File: config.mk
export PLATFORM = sky130hd
export DESIGN_NAME = outport_unit
export DESIGN_NICKNAME = d
export VERILOG_FILES = /design/src/rtl/outport_unit.sv
export SDC_FILE = /design/constraint.sdc
export NUM_CORES = 1
export LEC_CHECK = 0
export BUFFER_PORTS_ARGS = -buffer_cell sky130_fd_sc_hd__clkbuf_2
export CORE_ASPECT_RATIO = 1.25
export CORE_MARGIN = 2
export CORE_UTILIZATION = 40
export CTS_CLUSTER_SIZE = 14
export DETAILED_ROUTE_END_ITERATION = 8
export GPL_TIMING_DRIVEN = 0
export MAX_ROUTING_LAYER = met4
export PLACE_DENSITY = 0.59
export REMOVE_ABC_BUFFERS = 1
export SLEW_MARGIN = 20
export SYNTH_ARGS = -nofsm -noshare
export SYNTH_HDL_FRONTEND = slang
export SYNTH_SLANG_ARGS = --single-unit
File: constraint.sdc
create_clock -name clk -period 3.4 [get_ports clk]
set_input_delay 0.17 -clock clk [delete_from_list [all_inputs] [get_ports clk]]
set_output_delay 0.17 -clock clk [all_outputs]
set_load 0.01 [all_outputs]
File: src/rtl/outport_unit.sv
// Output-port peripheral: edge-captures bus words into a small FIFO and hands them to a device
// over valid/ready. Optional per-entry even parity on dev_data when OUTPORT_PARITY_EN is defined.
module outport_unit #(
    parameter int DATA_WIDTH = 32,
    parameter int DEPTH      = 4,
    parameter int ADDR_BITS  = 2
) (
    input  logic                  clk,
    input  logic                  clear,
    input  logic                  outport_enable,
    input  logic [DATA_WIDTH-1:0] bus_Data,
    output logic [DATA_WIDTH-1:0] outport_Data,
    output logic                  dev_valid,
    output logic [DATA_WIDTH-1:0] dev_data,
    input  logic                  dev_ready,
    output logic                  outport_busy,
    output logic [ADDR_BITS:0]    fifo_count,
    output logic                  overflow
`ifdef OUTPORT_PARITY_EN
    ,
    output logic                  dev_parity
`endif
);

    // state | meaning
    // IDLE  | nothing offered to the device
    // SEND  | dev_data valid, waiting for dev_ready
    typedef enum logic {IDLE, SEND} state_t;

    localparam logic [ADDR_BITS:0]   FULL_COUNT = (ADDR_BITS + 1)'(DEPTH);
    localparam logic [ADDR_BITS:0]   COUNT_ONE  = (ADDR_BITS + 1)'(1);
    localparam logic [ADDR_BITS-1:0] PTR_ONE    = ADDR_BITS'(1);

    state_t                 state, state_next;
    logic                   enable_q;
    logic                   capture, push, pop, drop, full;
    logic [ADDR_BITS-1:0]   wr_ptr, rd_ptr;
    logic [DATA_WIDTH-1:0]  mem [DEPTH];
`ifdef OUTPORT_PARITY_EN
    logic                   mem_par [DEPTH];
`endif

    assign full         = (fifo_count == FULL_COUNT);
    assign outport_busy = full;
    assign dev_valid    = (state == SEND);
    assign capture      = outport_enable & ~enable_q;
    // A pop frees a slot in the same cycle, so a capture while full still lands.
    assign push         = capture & (~full | pop);
    assign drop         = capture & full & ~pop;

    always_comb begin
        state_next = state;
        pop        = 1'b0;
        case (state)
            IDLE: begin
                if (fifo_count != '0) begin
                    pop        = 1'b1;
                    state_next = SEND;
                end
            end
            SEND: begin
                if (dev_ready) begin
                    if (fifo_count != '0) pop = 1'b1;
                    else                  state_next = IDLE;
                end
            end
            default: state_next = IDLE;
        endcase
    end

    always_ff @(posedge clk) begin
        if (clear) begin
            state        <= IDLE;
            enable_q     <= 1'b0;
            outport_Data <= '0;
            dev_data     <= '0;
            wr_ptr       <= '0;
            rd_ptr       <= '0;
            fifo_count   <= '0;
            overflow     <= 1'b0;
        end else begin
            state    <= state_next;
            enable_q <= outport_enable;
            if (capture) outport_Data <= bus_Data;
            if (push)    wr_ptr <= wr_ptr + PTR_ONE;
            if (pop) begin
                dev_data <= mem[rd_ptr];
                rd_ptr   <= rd_ptr + PTR_ONE;
            end
            if (drop) overflow <= 1'b1;
            if (push && !pop)      fifo_count <= fifo_count + COUNT_ONE;
            else if (!push && pop) fifo_count <= fifo_count - COUNT_ONE;
        end
    end

    always_ff @(posedge clk) begin
        if (push && !clear) mem[wr_ptr] <= bus_Data;
    end

`ifdef OUTPORT_PARITY_EN
    always_ff @(posedge clk) begin
        if (push && !clear) mem_par[wr_ptr] <= ^bus_Data;
    end

    always_ff @(posedge clk) begin
        if (clear)    dev_parity <= 1'b0;
        else if (pop) dev_parity <= mem_par[rd_ptr];
    end
`endif

endmodule

==> results.md <==
- Outcome: completed
- Grt total ovfl: 0
- Startpoint types: flip-flop
- Most used cell, CP: buf_4
- # rows: 55
- DP HPWL: between 9000 and 10000 um
- Synth Area in XOR/XNOR: less than 1%
- Area Overhead vs Synth: 27.3%
- Die Span Y: ~150 um
- WL/cell: 17.5 um
- Combinational power share: between 20% and 30%
- Post-Synth Adder-Cell Area: approximately 1.1%
- Commonest register cell after synthesis: edfxtp_1
- Hold wc startpoint: dev_ready
- Seq/Total Area, Yosys: about 73%
- Switch share: about 27%
- F_max: 0.393 GHz
- Antenna diodes: 0
- Vias in the first global route: 4348
- Die W: between 100 and 150 um
- Worst path buffer plus inverter count: 2
- Clock share of power: a little under a third
- FF-to-FF setup slack: 0.86 ns
- GRT Total Usage: around 16%
- Die area: roughly 19000 um^2
- Relative slew margins: 47.7%
- Reg-to-reg critical path startpoint: enable_q
- Synthesized instance count: between 400 and 500
- I/O pin cnt: ~110
- Arrival time at the worst endpoint: roughly 2.7 ns
- Async S/R FF share, synth: 0%
- Final hold slack: 0.129 ns
- Mux cell area share after synthesis: a little over a tenth
- Commonest cells in the netlist: edfxtp_1, dfxtp_1, nand2_1
- Total number of vias: about 4.2k
- Synthesis warning total: 0
- Post-detailed-routing wire length: approximately 15000 um
- Crit-path cells: nand2b_2, a21o_2, nor3b_2, buf_4, buf_4
- Main combinational cell family by area after synthesis: multiplexers
- Pin count of the biggest net entering global routing: 52
- Reg power frac: 46.2%
- Initial Util: 40.5%
- Synth area leader: edfxtp_1
- Final hold vios: 0
- Internal: just under 0.005 W
- FF+latch count, synth: about 200
- Share of post-route cells with drive strength above 1: 34.2%
- Post-synth EDFFs: approximately 130
- Starting DRT DRC Count: around 250
- Worst Max-Slew Pin Slew: 0.781 ns
- Vias per Instance: between 5 and 6
- Detailed Routing Iterations Pass 1: 5
- Number of setup violations in the final report: 0
- Placer Congestion: between 0.7 and 0.8
- Worst R2R Path Depth: 5
- Endpoint of the worst hold path: overflow
- DRC violations left: 0
- Switching power: roughly 0.0018 W
- Final setup skew: ~0.008 ns
- Post-synthesis simple-gate area fraction: under 10%
- Pins Over Slew Limit: 0
- Root Driver: clkbuf_16
- Initial antenna violation count: 0
- Synth top area share: 52.9%
- Crit Path Category: flip-flop to flip-flop
- Setup bufs post-CTS: 0
- Worst r2r dst: mem[3][4]
- Buffers on Ports: about 110
- Routed Antenna Nets: 0
- Power per cell area: a little over 700 nW/um^2
- # placed instances: just under 800
- Hold Path Stages: 4
- Fill count: between 1.5k and 2k
- Synthesized area: around 7300 um^2
- Maximum root-to-sink buffer count: 3
- Clock slew at reported path FFs: about 0.060 ns
- Top post-synthesis cells by area: edfxtp_1, dfxtp_1, mux4_2
- Crit path largest cell delay: around 0.67 ns
- CTS buffer count: 20
- Clock sink count: 202
- Fin Setup TNS: 0 ns
- Nets: approximately 640
- Yosys cell types: 32
- Shortest period the worst path allows: 2.54 ns
- Cell family with most CP delay: simple AND/OR/NAND/NOR gates
- CP Max Fanout: 17
- Hold Path Class: input port to flip-flop
- First-pass GRT wire length: about 24000 um
- TritonCTS clock tree: built
- Critical Path Sink Type: flip-flop
- CP required: roughly 3.6 ns
- RSZ-0062 raised after global routing: false
- # H-tree levels: 1
- Slowest cell on crit path: nor3b_2
- Clock Latency Late Sink: between 0.4 and 0.5 ns
- # Max-Cap Violations: 0
- Average size of a mapped cell: about 17 um^2
- P_leak: 3.45 nW
- Core area: 18000 um^2
- Post_cts resized: 0
- Final core utilization: slightly above 50%
- Fin cells: roughly 840
- Total Power: 0.00662 W
- Top-count cell post-synth: edfxtp_1
- Compound-cell area share of the yosys netlist: around 6.9%
- Final Cycle Share: 74.8%
- Worst VDD drop: a little over 0.4 mV
what timing repair did:
action	CTS	global route
endpoints found under the hold margin	161	0
endpoints found under the setup margin	0	0
hold buffers	33	0
through the flow:
| stage | cell area [um^2] | worst slack [ns] |
|---|---|---|
| 2_1_floorplan | 7110 | -0.666 |
| 3_3_place_gp | 7920 | -3.45 |
| 3_5_place_dp | 8260 | 0.761 |
| 4_1_cts | 9220 | 0.763 |
| 5_1_grt | 9250 | 0.678 |
| 6_report | 9250 | 0.858 |
sequential cells by signal, summed over array words and instances, names as in the netlist:
signal,cells
dev_data,32
overflow,1
rd_ptr,2
mem,128
outport_Data,32
dev_valid,1
fifo_count,3
enable_q,1
wr_ptr,2
worst register-to-register path: cells and delay by family, from the launching register on:
kind	cells	cell delay (ns)
AO/OA/AOI/OAI	1	0.36
buffers and inverters	2	0.50
flip-flops	1	0.33
AND/OR/NAND/NOR	2	1.08
layout make-up:
class | count | area [um^2] | share of cell area [%]
clock buffers | 28 | 592 | 6.40
clock inverters | 8 | 40.0 | 0.433
inverters | 4 | 15.0 | 0.162
multi-input cells | 206 | 1810 | 19.5
flip-flops and latches | 202 | 5330 | 57.6
well taps | 228 | 285 | 3.08
repair buffers | 163 | 1180 | 12.8
power by group through the flow:
stage / combinational (W) / sequential, W / clock (W)
after floorplan: 0.000706 / 0.00323 / 0
after global placement: 0.00122 / 0.00322 / 0
after detailed placement: 0.00144 / 0.00312 / 0
after CTS: 0.00148 / 0.00307 / 0.00214
after global routing: 0.00161 / 0.00310 / 0.00223
final: 0.00147 / 0.00306 / 0.00209
worst max-delay path by stage:
stage	start	to	slack (ns)	cells after the start
after floorplan	enable_q	mem[1][0]	-0.67	3
after global placement	enable_q	mem[1][2]	-3.45	3
after detailed placement	enable_q	mem[2][15]	0.76	5
after CTS	enable_q	mem[2][18]	0.76	5
after global routing	enable_q	mem[3][26]	0.68	5
final	enable_q	mem[3][4]	0.86	5
metal layers:
metal / wire length (um) / part of all wire [%] / GRT usage, % / up-vias
li1: - / - / - / 1984
met1: 6070 / 41 / 19.4 / 2101
met2: 7840 / 53 / 28.4 / 99
met3: 629 / 4.3 / 2.56 / 14
met4: 176 / 1.2 / 3.75 / 0
met5: 0 / 0 / - / -
cell usage in the layout, fill, tap and decap left out, drive strengths merged, types with 6 or more instances in the layout:
master	n
buf	25
nor2	6
mux4	32
nand2	65
dlygate4sd3	33
clkinv	7
edfxtp	128
a21oi	36
dfxtp	74
a22o	32
clkbuf	133
cells by family after synthesis:
kind of cell	after synthesis
DFF	202
and+or+nand+nor	90
AOI/OAI and AO/OA	72
muxes	36
buffers and inverters	31
adders and majority gates	6
xor gates and xnor gates	2
(Power assumes the default switching activity.)
